### src/rtl/logic_unit_pkg.sv
// Shared definitions for the logic-unit arbiter: opcode encodings, FSM states
// and default widths.
package logic_unit_pkg;

  localparam int LU_WIDTH = 32;
  localparam int LU_OPW   = 2;

  localparam logic [1:0] LU_AND = 2'b00;
  localparam logic [1:0] LU_OR  = 2'b01;
  localparam logic [1:0] LU_XOR = 2'b10;
  localparam logic [1:0] LU_NOR = 2'b11;

  typedef enum logic [1:0] {
    S_IDLE = 2'b00,
    S_EXEC = 2'b01,
    S_RESP = 2'b10
  } state_t;

endpackage

### src/rtl/rr_arbiter2.sv
// Two-way round-robin grant logic, purely combinational.
// The pointer register lives in the parent.
module rr_arbiter2 (
  input  logic valid0,
  input  logic valid1,
  input  logic ptr,
  input  logic enable,
  output logic grant0,
  output logic grant1
);

  // ptr names the favoured requester when both are valid
  assign grant0 = enable & valid0 & (~valid1 | ~ptr);
  assign grant1 = enable & valid1 & (~valid0 |  ptr);

endmodule

### src/rtl/logic_unit_arbiter.sv
// Shares one external bitwise logic unit between two requesters: round-robin
// accept, registered operands to the unit, registered result back with its ID.
module logic_unit_arbiter
  import logic_unit_pkg::*;
#(
  parameter int WIDTH = LU_WIDTH,
  parameter int OPW   = LU_OPW
) (
  input  logic             clk,
  input  logic             rst_n,
  input  logic             req0_valid,
  output logic             req0_ready,
  input  logic [OPW-1:0]   req0_op,
  input  logic [WIDTH-1:0] req0_a,
  input  logic [WIDTH-1:0] req0_b,
  input  logic             req1_valid,
  output logic             req1_ready,
  input  logic [OPW-1:0]   req1_op,
  input  logic [WIDTH-1:0] req1_a,
  input  logic [WIDTH-1:0] req1_b,
  output logic [WIDTH-1:0] lu_a,
  output logic [WIDTH-1:0] lu_b,
  output logic [OPW-1:0]   lu_op,
  input  logic [WIDTH-1:0] lu_r,
  output logic             rsp_valid,
  output logic             rsp_id,
  output logic [WIDTH-1:0] rsp_data,
  input  logic             rsp_ready
);

  state_t           r_state;
  state_t           w_state_nxt;
  logic             r_ptr;
  logic             w_idle;
  logic             w_grant0;
  logic             w_grant1;
  logic             w_hs;
  logic [WIDTH-1:0] r_lu_a;
  logic [WIDTH-1:0] r_lu_b;
  logic [OPW-1:0]   r_lu_op;
  logic [WIDTH-1:0] r_rsp_data;
  logic             r_rsp_valid;
  logic             r_rsp_id;

  assign w_idle = (r_state == S_IDLE);

  rr_arbiter2 u_arb (
    .valid0 (req0_valid),
    .valid1 (req1_valid),
    .ptr    (r_ptr),
    .enable (w_idle),
    .grant0 (w_grant0),
    .grant1 (w_grant1)
  );

  assign req0_ready = w_grant0;
  assign req1_ready = w_grant1;
  assign w_hs       = (req0_valid & w_grant0) | (req1_valid & w_grant1);

  always_ff @(posedge clk or negedge rst_n) begin
    if (!rst_n) begin
      r_state <= S_IDLE;
    end else begin
      r_state <= w_state_nxt;
    end
  end

  always_comb begin
    w_state_nxt = r_state;
    case (r_state)
      S_IDLE:  if (w_hs) w_state_nxt = S_EXEC;
      S_EXEC:  w_state_nxt = S_RESP;
      S_RESP:  if (rsp_ready) w_state_nxt = S_IDLE;
      default: w_state_nxt = S_IDLE;
    endcase
  end

  // Operands are only written at a handshake, so the unit sees no toggling
  // while idle and keeps the last operation's inputs.
  always_ff @(posedge clk or negedge rst_n) begin
    if (!rst_n) begin
      r_lu_a   <= '0;
      r_lu_b   <= '0;
      r_lu_op  <= '0;
      r_rsp_id <= 1'b0;
      r_ptr    <= 1'b0;
    end else if (w_hs) begin
      r_lu_a   <= w_grant1 ? req1_a  : req0_a;
      r_lu_b   <= w_grant1 ? req1_b  : req0_b;
      r_lu_op  <= w_grant1 ? req1_op : req0_op;
      r_rsp_id <= w_grant1;
      r_ptr    <= ~w_grant1;
    end
  end

  always_ff @(posedge clk or negedge rst_n) begin
    if (!rst_n) begin
      r_rsp_data  <= '0;
      r_rsp_valid <= 1'b0;
    end else if (r_state == S_EXEC) begin
      r_rsp_data  <= lu_r;
      r_rsp_valid <= 1'b1;
    end else if ((r_state == S_RESP) && rsp_ready) begin
      r_rsp_valid <= 1'b0;
    end
  end

  assign lu_a      = r_lu_a;
  assign lu_b      = r_lu_b;
  assign lu_op     = r_lu_op;
  assign rsp_valid = r_rsp_valid;
  assign rsp_id    = r_rsp_id;
  assign rsp_data  = r_rsp_data;

endmodule

### config.mk
export PLATFORM = sky130hd
export DESIGN_NAME = logic_unit_arbiter
export DESIGN_NICKNAME = d
export VERILOG_FILES = /design/src/rtl/logic_unit_pkg.sv /design/src/rtl/rr_arbiter2.sv /design/src/rtl/logic_unit_arbiter.sv
export SDC_FILE = /design/constraint.sdc
export NUM_CORES = 1
export LEC_CHECK = 0
export ABC_AREA = 1
export BUFFER_PORTS_ARGS = -buffer_cell sky130_fd_sc_hd__buf_2
export CAP_MARGIN = 10
export CORE_MARGIN = 5
export CORE_UTILIZATION = 40
export DETAILED_ROUTE_END_ITERATION = 10
export PLACE_DENSITY = 0.85
export SKIP_CTS_REPAIR_TIMING = 1
export SLEW_MARGIN = 15
export SYNTH_ARGS = -nofsm -noshare
export SYNTH_HDL_FRONTEND = slang
export SYNTH_SLANG_ARGS = --single-unit
### constraint.sdc
create_clock -name clk -period 2.8 [get_ports clk]
set_clock_uncertainty 0.05 [all_clocks]
set_input_delay 0.28 -clock clk [delete_from_list [all_inputs] [get_ports clk]]
set_output_delay 0.28 -clock clk [all_outputs]
set_load 0.01 [all_outputs]
; Yosys cells after proc, flatten, opt, wreduce, memory -nomap -nowiden
; Cells that the tools add are included.
[classes]
muxes = 8
bitwise_logic = 13
reduce_logical = 4
eq_ne = 4
[op_table]
columns = op, n
row1 = $mux 32, 2
row2 = $and 1x1->1, 6
row3 = $mux 2, 3
row4 = $pmux 2 s3, 1
row5 = $ne 2x2->1 const B, 2
row6 = $not 1->1, 4
row7 = $or 1x1->1, 3
row8 = $eq 2x1->1 const B, 1
row9 = $eq 2x2->1 const B, 1
row10 = $logic_not 2->1, 1
row11 = $mux 1, 2
row12 = $reduce_and 2->1, 1
row13 = $reduce_bool 2->1, 1
row14 = $logic_and 1x1->1, 1
[totals]
ff_bits = 103
input_bits = 169
elab_cells = 37
output_inout_bits = 102

; Longest topological paths before layout
; Gate-level depths: netlist (run 1).
[depth]
ltp_word = 7
mapped_depth = 8
mapped_depth_nobuf = 7

; Cells and area by module
; From an unflattened synthesis (run 1), not the netlist that was laid out.
[hier_totals]
hier_cells = 669
area_unflattened_um2 = 4954.8
[by_module_without_submodules]
columns = mod, cells_per_inst, instances, area_each_um2, seq_area_each_um2
row1 = logic_unit_arbiter, 664, 1, 4933.5, 2577.5
row2 = rr_arbiter2, 5, 1, 21.3, 0.0

; Least setup slack after synthesis (run 1)
; No wires, ideal clock.
[synth_timing]
path_kind = reg2out
from = register r_state[1]
to = output port req1_ready
n_path_buf = 1
path_stages_with_launch = 5
arrival_time_ns = 1.067
setup_slack_ns = 1.403
path_cell_list = dfrtp_1 nor2_4 nand3_2 inv_2 buf_2
[synth_between]
elab_chain_cells = 3
[synth_lines]
columns = element, line
row1 = "start, declared", logic_unit_arbiter.sv:31  ; state_t r_state;
row2 = "start signal, assigned", logic_unit_arbiter.sv:64  ; r_state <= w_state_nxt;
row3 = $logic_not 2->1, logic_unit_arbiter.sv:45  ; assign w_idle = (r_state == S_IDLE);
row4 = $and 1x1->1 (2 in series), rr_arbiter2.sv:14  ; assign grant1 = enable & valid1 & (~valid0 | ptr);
row5 = "end, declared", logic_unit_arbiter.sv:17  ; output logic req1_ready,
; Every way passes these cells.

; Worst setup path after layout (run 1)
; Same ends and word-level chain as after synthesis.

==> summary.txt, run 1 <==
Power
  – Peak supply drop: 0.000582 V
  – P_int: 0.00407 W
  – Sw Ratio: 42.2%
  – Logic gate share of total power: 45.0%
  – Clk pwr share: 17.1%
  – Power Density: 1100 nW/um^2
  – Psw: 0.00297 W
  – Seq pwr share: 37.8%
  – Leakage: 3.80 nW

Route
  – Via/cell ratio: 4.92
  – 1st-iter DRT viols: 402
  – Vias: 4894
  – Drt drc: 0
  – Drt first pass iters: 5
  – Antenna Violating Nets Remaining: 0
  – Total length of routed wires: 14300 um
  – Mean routed wirelength per cell: 14.4 um

STA
  – Worst Tran Pin Value: 0.773 ns
  – Max-Slew Margin vs Limit: 48.4%
  – Fmax: 0.445 GHz
  – Final setup viols: 0
  – Fin crit share: 80.2%
  – Final setup TNS: 0 ns
  – Clock period minus worst slack: 2.25 ns
  – Final hold violations: 55
  – Fin. max-slew vios: 0
  – RSZ-0062 raised after global routing: no
  – Worst hold slack: -0.0465 ns

Placement
  – HPWL Detailed: 10700 um
  – Port Buf Inserts: 270
  – GP Congestion: 0.873

Floorplan
  – Row cnt: 39
  – Core area: 11500 um^2
  – Die area: 14000 um^2
  – Die X: 118 um
  – Initial Utilization: 40.8%
  – Chip height: 118 um
  – IO Count: 271

Cells and area
  – Area Overhead vs Synth: 37.1%
  – Final core occ: 55.9%
  – Most common cell after layout, fill and taps aside: buf_2
  – Fillcell total: 1107
  – Final nets: 1015
  – Layout cell share with drive strength beyond 1: 35.6%
  – Highest-count cells in the layout ignoring fill and taps: buf_2 (269), nand2_1 (257), nand3_1 (109)

Clock tree
  – Clock latency on the worst-skew pair: 0.33 ns
  – Max clock buf depth: 2
  – CTS root buffer: clkbuf_16
  – H-tree Lvls: 3
  – CTS tree: built
  – Worst-path clk slew: 0.08 ns
  – CTS sink cnt: 103
  – TritonCTS buffer count: 9

Global routing
  – GRT Total Usage: 20.0%
  – First-pass GRT wire length: 23200 um
  – Largest net degree at the start of global routing: 61
  – Initial antenna violation count: 1
  – GR Overflow Total: 0
  – Number of global-route vias before repair: 4633

Worst setup path
  – Crit path launch type: flip-flop
  – Data arrival, critical path: 1.92 ns
  – Critical path class: flip-flop to output port
  – CP max FO: 35
  – Setup crit end kind: output port
  – Critical Path RT: 2.47 ns

Run status
  – Violated checks: negative hold slack
  – Status: finished, violations left

Logic synthesis
  – Sequential area share after synthesis: 55.1%
  – Syn Area/Cell: 7.90 um^2
  – Number of synthesized register bits: 103
  – Yosys warns: 0
  – Mapped Cells: 592
  – Synthesized area: 4680 um^2
  – Syn Nets: 761
  – Post-synthesis cell type count: 16

Run
  – Max_cap viols: 0

Min path
  – Hold WC Path Type: input port to asynchronous set/reset pin
## power groups by stage
stage	logic, W	registers, W	clock network (W)
2_1_floorplan	0.00159	0.00297	0
3_3_place_gp	0.00314	0.00265	0
3_5_place_dp	0.00325	0.00267	0
4_1_cts	0.00323	0.00267	0.00124
5_1_grt	0.00356	0.00276	0.00129
6_report	0.00317	0.00266	0.00121
## flip-flops by register name (all words and copies together) (netlist names)
name,count
lu_b,32
r_ptr,1
lu_op,2
r_state,2
lu_a,32
rsp_data,32
rsp_valid,1
rsp_id,1
## stage by stage
| stage | setup WS (ns) | cell area [um^2] | power, W | cells |
|---|---|---|---|---|
| CTS | 0.512 | 6410 | 0.00714 | 994 |
| global route | 0.396 | 6410 | 0.00761 | 994 |
| detailed placement | 0.698 | 6120 | 0.00591 | 978 |
| floorplan | 1.40 | 4680 | 0.00456 | 592 |
| global placement | 0.748 | 6120 | 0.00579 | 978 |
| finish | 0.554 | 6410 | 0.00704 | 995 |
## cell families (layout without fill, tap and decap cells)
logic type,count (synthesis),after routing,synth area share (%)
compound gates,3,3,0.321
flops,103,103,55.1
simple gates,395,395,36.5
buf+inv,91,350,8.07
other cells,0,1,0
## final timing paths
path	startpoint	endpoint	slack (ns)	cells past startpoint
min reg2reg	rsp_data[23]	rsp_data[23]	0.42	2
max reg2reg	r_state[1]	lu_a[31]	0.75	7
max	r_state[1]	req1_ready	0.55	4
min	rst_n	lu_a[10]	-0.05	1
max in group asynchronous	rst_n	lu_a[2]	2.03	2
min in group clk	lu_r[16]	rsp_data[16]	0.09	3
## worst max-delay path, stage by stage (launching register included)
cell and delay (ns):
dfrtp_1 0.44, nor2_4 0.11, nand3_2 0.24, inv_2 0.54, buf_2 0.24
## cells in the mapped netlist
cell type / instances / area share, %
nand3_2: 1 / 0.21
o21ai_0: 3 / 0.32
clkbuf_1: 12 / 0.96
nor2_4: 1 / 0.24
nand2_1: 257 / 21
buf_1: 3 / 0.24
inv_1: 52 / 4.2
inv_2: 3 / 0.24
buf_4: 4 / 0.64
nand2_2: 1 / 0.13
nand4_1: 24 / 3.2
buf_2: 17 / 1.8
nand3_1: 109 / 12
nand3_4: 1 / 0.37
dfrtp_1: 103 / 55
nor2_1: 1 / 0.080
## routing by layer
metal  up-vias  wire length [um]  track usage [%]
met1      2230              5700             25.9
met2       258              6840             32.2
li1       2377                 -                -
met4         2               403             7.60
met3        27              1350             5.25
met5         -                13                0
## cell type report
class	count	area [um^2]	share of cell area, %
sequential	103	2580	40.2
multi-input combinational	398	1730	26.9
timing repair buffer	279	1430	22.4
clock buffer	10	239	3.73
inverter	55	206	3.22
tap	143	179	2.79
clock inverter	6	50.0	0.780
antenna	1	2.50	0.0390
(Power assumes the default switching activity.)
==> inputs of run 2 (changes only) <==
==> constraint.sdc (replaced) <==
create_clock -name clk -period 2.2 [get_ports clk]
set_clock_uncertainty 0.05 [all_clocks]
set_input_delay 0.22 -clock clk [delete_from_list [all_inputs] [get_ports clk]]
set_output_delay 0.22 -clock clk [all_outputs]
set_load 0.01 [all_outputs]
==> summary.txt, run 2 (synthesis gave the netlist of run 1 again) <==
Cells and area
  – Final nets: 1021 (was 1015)
  – # diodes: 0 (was 1)
  – Area Overhead vs Synth: 38.0% (was 37.1%)
  – Most common cell after layout, fill and taps aside: buf_2 (unchanged)
  – Layout cell share with drive strength beyond 1: 35.8% (was 35.6%)
  – Highest-count cells in the layout ignoring fill and taps: buf_2 (269), nand2_1 (257), nand3_1 (109) (unchanged)
  – Final core occ: 56.3% (was 55.9%)

Clock tree
  – TritonCTS buffer count: 9 (unchanged)
  – H-tree Lvls: 3 (unchanged)
  – Max clock buf depth: 2 (unchanged)
  – CTS tree: built (unchanged)
  – CTS sink cnt: 103 (unchanged)
  – Worst-path clk slew: 0.07 ns (was 0.08 ns)
  – CTS root buffer: clkbuf_16 (unchanged)
  – Clock latency on the worst-skew pair: 0.33 ns (about the same)

Route
  – Via/cell ratio: 4.83 (was 4.92)
  – Drt first pass iters: 4 (was 5)
  – Drt drc: 0 (unchanged)
  – Total length of routed wires: 14500 um (was 14300 um)
  – Antenna Violating Nets Remaining: 0 (unchanged)
  – 1st-iter DRT viols: 454 (was 402)
  – Vias: 4833 (was 4894)
  – Mean routed wirelength per cell: 14.5 um (was 14.4 um)

Placement
  – GP Congestion: 0.927 (was 0.873)
  – Pre-CTS worst setup slack: 0.389 ns (was 0.698 ns)
  – HPWL Detailed: 11000 um (was 10700 um)
  – Port Buf Inserts: 270 (unchanged)

STA
  – Worst Tran Pin Value: 0.485 ns (was 0.773 ns)
  – Fmax: 0.540 GHz
  – Final hold violations: 0 (was 55)
  – RSZ-0062 raised after global routing: no (unchanged)
  – Setup WS post-layout: 0.348 ns (was 0.554 ns)
  – Fin. max-slew vios: 0 (unchanged)
  – Max-Slew Margin vs Limit: 67.6% (was 48.4%)
  – Clock period minus worst slack: 1.85 ns
  – Final setup viols: 0 (unchanged)
  – Fin crit share: 84.2%
  – Final setup TNS: 0 ns (unchanged)

Global routing
  – GRT Total Usage: 20.0% (about the same)
  – First-pass GRT wire length: 23100 um (was 23200 um)
  – Number of global-route vias before repair: 4677 (was 4633)
  – Initial antenna violation count: 2 (was 1)
  – Largest net degree at the start of global routing: 54 (was 61)
  – GR Overflow Total: 0 (unchanged)

Run
  – Max_cap viols: 0 (unchanged)

Worst setup path
  – Critical Path RT: 1.93 ns (was 2.47 ns)
  – Data arrival, critical path: 1.58 ns (was 1.92 ns)
  – Crit path launch type: flip-flop (unchanged)
  – Reg-to-reg startpoint: r_state[1] (unchanged)
  – R2R depth: 6 (was 7)
  – Reg-to-Reg End: lu_b[2] (was lu_a[31])
  – CP top delay family: simple AND/OR/NAND/NOR gates (was buffers and inverters)
  – R2R setup slack: 0.36 ns (was 0.75 ns)
  – CP bufs+invs: 2 (unchanged)
  – Critical path class: flip-flop to output port (unchanged)
  – CP max FO: 14 (was 35)
  – Slowest cell delay on critical path: 0.44 ns (was 0.54 ns)
  – Slowest cell on crit path: dfrtp_1 (was inv_2)
  – CP Cell Sequence: nor2_4, nand3_2, inv_2, buf_2 (unchanged)
  – Setup crit end kind: output port (unchanged)

Floorplan
  – Core area: 11500 um^2 (unchanged)
  – Chip height: 118 um (unchanged)
  – Initial Utilization: 40.8% (unchanged)
  – Row cnt: 39 (unchanged)
  – Die X: 118 um (unchanged)
  – IO Count: 271 (unchanged)
  – Die area: 14000 um^2 (unchanged)

Power
  – P_int: 0.00521 W (was 0.00407 W)
  – Clk pwr share: 16.4% (was 17.1%)
  – Logic gate share of total power: 45.9% (was 45.0%)
  – Peak supply drop: 0.000714 V (was 0.000582 V)
  – Sw Ratio: 42.0% (was 42.2%)
  – Seq pwr share: 37.7% (was 37.8%)
  – Power Density: 1390 nW/um^2 (was 1100 nW/um^2)
  – Leakage: 3.82 nW (was 3.80 nW)
  – Total power: 0.00898 W (was 0.00704 W)
  – Psw: 0.00377 W (was 0.00297 W)

Min path
  – Endpoint, Worst Hold: rsp_data[15]
  – Hold depth: 3
  – Hold wc startpoint: lu_r[15]
  – Hold WC Path Type: input port to flip-flop (was input port to asynchronous set/reset pin)

Run status
  – Status: finished clean (was finished, violations left)
==> run 2: changes by cell type in the layout (fill, tap and decap cells not counted) <==
cell	previous run	this run
clkinv_2	1	2
dlygate4sd3_1	0	1
clkinvlp_4	1	2
inv_8	1	0
clkbuf_1	0	1
inv_6	2	0
buf_4	9	13
diode_2	1	0
buf_12	1	2
==> run 2: layout make-up <==
class,count,area [um^2]
clock buffers,11,243
clock inverters,5,33.8
fillers,1064,5010
inverters,55,206
multi-input cells,398,1730
flip-flops and latches,103,2580
well taps,143,179
repair buffers,285,1490
==> run 2: worst max path at each step <==
stage / end / cells after the start / startpoint / slack (ns)
6_report: req1_ready / 4 / r_state[1] / 0.35
3_3_place_gp: lu_a[6] / 6 / r_state[1] / 0.47
5_1_grt: lu_b[15] / 6 / r_state[1] / 0.21
3_5_place_dp: lu_b[15] / 6 / r_state[1] / 0.39
2_1_floorplan: lu_b[0] / 6 / r_state[1] / 0.81
4_1_cts: req1_ready / 4 / r_state[1] / 0.34
==> run 2: metal layers <==
| metal | routed length [um] | GRT usage (%) |
|---|---|---|
| met1 | 5790 | 24.9 |
| met2 | 7140 | 33.9 |
| met3 | 1340 | 6.26 |
| met4 | 195 | 4.95 |
| met5 | 23 | 0 |
==> run 2: worst register-to-register path, cell delays in order (launching register included) <==
cell,delay (ns)
dfrtp_1,0.44
nor2_4,0.19
nand3_2,0.30
inv_2,0.17
buf_4,0.38
nand2_1,0.12
nand3_1,0.13
==> run 2: stage by stage <==
step / cells / area (um^2) / hold slack (ns)
final: 1000 / 6460 / 0.0315
after global routing: 1000 / 6460 / 0.0287
after CTS: 999 / 6450 / -0.201
after detailed placement: 983 / 6170 / 0.167
after global placement: 983 / 6170 / 0.159
after floorplan: 592 / 4680 / -0.126
==> run 2: power by group through the flow <==
stage | clock, W | sequential, W | combinational [W]
6_report | 0.00147 | 0.00338 | 0.00412
5_1_grt | 0.00159 | 0.00350 | 0.00462
4_1_cts | 0.00151 | 0.00339 | 0.00420
3_5_place_dp | 0 | 0.00339 | 0.00421
3_3_place_gp | 0 | 0.00337 | 0.00406
2_1_floorplan | 0 | 0.00378 | 0.00202
==> inputs of run 3 (changes only) <==
--- a/config.mk
+++ b/config.mk
@@ -11,7 +11,7 @@
 export CORE_MARGIN = 5
 export CORE_UTILIZATION = 40
 export DETAILED_ROUTE_END_ITERATION = 10
-export PLACE_DENSITY = 0.85
+export PLACE_DENSITY = 0.88
 export SKIP_CTS_REPAIR_TIMING = 1
 export SLEW_MARGIN = 15
 export SYNTH_ARGS = -nofsm -noshare
==> constraint.sdc (replaced) <==
create_clock -name clk -period 1.63 [get_ports clk]
set_clock_uncertainty 0.05 [all_clocks]
set_input_delay 0.163 -clock clk [delete_from_list [all_inputs] [get_ports clk]]
set_output_delay 0.163 -clock clk [all_outputs]
set_load 0.01 [all_outputs]
==> summary.txt, run 3 (synthesis gave the netlist of run 1 again) <==
STA
  – Final setup viols: 0 (unchanged)
  – Fin crit share: 95.7%
  – Clock period minus worst slack: 1.56 ns
  – RSZ-0062 raised after global routing: no (unchanged)
  – Final hold violations: 13 (was 0)
  – Worst Tran Pin Value: 0.528 ns (was 0.485 ns)
  – Worst hold slack: -0.0179 ns (was 0.0315 ns)
  – Fin. max-slew vios: 0 (unchanged)
  – Max-Slew Margin vs Limit: 64.8% (was 67.6%)
  – Fmax: 0.641 GHz

Route
  – Mean routed wirelength per cell: 14.9 um (was 14.5 um)
  – WL met3: 1520 um (was 1340 um)
  – Vias: 5147 (was 4833)
  – Drt first pass iters: 4 (unchanged)
  – Total length of routed wires: 15700 um (was 14500 um)
  – Via/cell ratio: 4.91 (was 4.83)
  – Antenna Violating Nets Remaining: 0 (unchanged)
  – Met2 WL: 7590 um (was 7140 um)
  – Max layer used: met5 (unchanged)
  – WL met1: 6060 um (was 5790 um)
  – Drt drc: 0 (unchanged)
  – 1st-iter DRT viols: 479 (was 454)

Global routing
  – Largest net degree at the start of global routing: 102 (was 54)
  – Number of global-route vias before repair: 4892 (was 4677)
  – First-pass GRT wire length: 23500 um (was 23100 um)
  – Initial antenna violation count: 1 (was 2)
  – GRT Total Usage: 20.2% (was 20.0%)
  – GR Overflow Total: 0 (unchanged)

Clock tree
  – H-tree Lvls: 3 (unchanged)
  – CTS root buffer: clkbuf_16 (unchanged)
  – CTS tree: built (unchanged)
  – Worst-path clk slew: 0.07 ns (about the same)
  – TritonCTS buffer count: 9 (unchanged)
  – Max clock buf depth: 2 (unchanged)
  – Clock latency on the worst-skew pair: 0.33 ns (about the same)
  – CTS sink cnt: 103 (unchanged)

Power
  – Leakage: 4.05 nW (was 3.82 nW)
  – Peak supply drop: 0.00104 V (was 0.000714 V)
  – Power Density: 1810 nW/um^2 (was 1390 nW/um^2)

Run
  – Max_cap viols: 0 (unchanged)

Worst setup path
  – CP max FO: 7 (was 14)
  – Critical path class: flip-flop to output port (unchanged)
  – Data arrival, critical path: 1.35 ns (was 1.58 ns)
  – Crit path launch type: flip-flop (unchanged)
  – R2R setup slack: 0.18 ns (was 0.36 ns)
  – Setup crit end kind: output port (unchanged)
  – Critical Path RT: 1.42 ns (was 1.93 ns)

Floorplan
  – Die area: 14000 um^2 (unchanged)
  – Die X: 118 um (unchanged)
  – Core area: 11500 um^2 (unchanged)
  – Initial Utilization: 40.8% (unchanged)
  – IO Count: 271 (unchanged)
  – Chip height: 118 um (unchanged)
  – Row cnt: 39 (unchanged)

Placement
  – GP Congestion: 0.875 (was 0.927)
  – Dpl cells: 988 (was 983)
  – Post-DP Area: 6240 um^2 (was 6170 um^2)
  – HPWL Detailed: 11000 um (about the same)
  – Port Buf Inserts: 270 (unchanged)

Min path
  – Hold WC Path Type: input port to flip-flop (unchanged)

Cells and area
  – Multi-input logic area: 1730 um^2 (about the same)
  – Area Overhead vs Synth: 49.3% (was 38.0%)
  – Final Cell Area: 6990 um^2 (was 6460 um^2)
  – Highest-count cells in the layout ignoring fill and taps: buf_2 (269), nand2_1 (257), nand3_1 (109) (unchanged)
  – Final nets: 1068 (was 1021)
  – Layout cell share with drive strength beyond 1: 34.7% (was 35.8%)
  – Fillcell total: 986 (was 1064)
  – Most common cell after layout, fill and taps aside: buf_2 (unchanged)
  – Reg area: 2580 um^2 (unchanged)
  – Post-Layout Cell Count: 1048 (was 1000)

Run status
  – Violated checks: negative hold slack
  – Status: finished, violations left (was finished clean)
run 3: critical path, cell delays in order, from the launching register on:
cell,delay [ns]
dfrtp_1,0.41
nor2_4,0.19
nand3_4,0.14
inv_4,0.13
buf_2,0.14
run 3: path summary, 6_finish.rpt:
kind | start | end | cells after the start
setup reg to reg | r_state[1] | lu_b[18] | 5
hold reg to reg | rsp_data[29] | rsp_data[29] | 2
setup / recovery | r_state[1] | req1_ready | 4
hold / removal | lu_r[6] | rsp_data[6] | 3
min in group asynchronous | rst_n | lu_a[31] | 2
max in group asynchronous | rst_n | lu_b[9] | 3
run 3: metrics by stage:
step	hold WS (ns)	TNS (ns)	utilization (%)	setup WS (ns)	total power [W]
CTS	-0.458	-0.0740	57.0	-0.0423	0.0126
global placement	-0.0892	0	54.4	0.228	0.0102
detailed placement	-0.0879	0	54.4	0.154	0.0104
global route	-0.00115	0	60.9	0.00415	0.0137
finish	-0.0179	0	60.9	0.0702	0.0127
floorplan	-0.183	0	-	0.238	0.00784
run 3: area by class of cell:
class	count	share of cell area, %
Clock buffer	9	3.22
Tap cell	143	2.56
Sequential cell	103	36.9
Inverter	55	3.06
Antenna cell	1	0.0358
Multi-Input combinational cell	398	24.8
Clock inverter	7	1.13
Timing Repair Buffer	332	28.3
run 3: power by group:
| group | internal, W | switching (W) |
|---|---|---|
| combinational | 0.00234 | 0.00360 |
| sequential | 0.00385 | 0.000707 |
| clock | 0.00121 | 0.000976 |
| total | 0.00739 | 0.00528 |
run 3: metal layers:
metal	vias to the layer above	track usage (%)
met5	-	0
met4	2	7.89
met3	38	6.26
met2	295	32.5
met1	2329	25.5
li1	2483	-
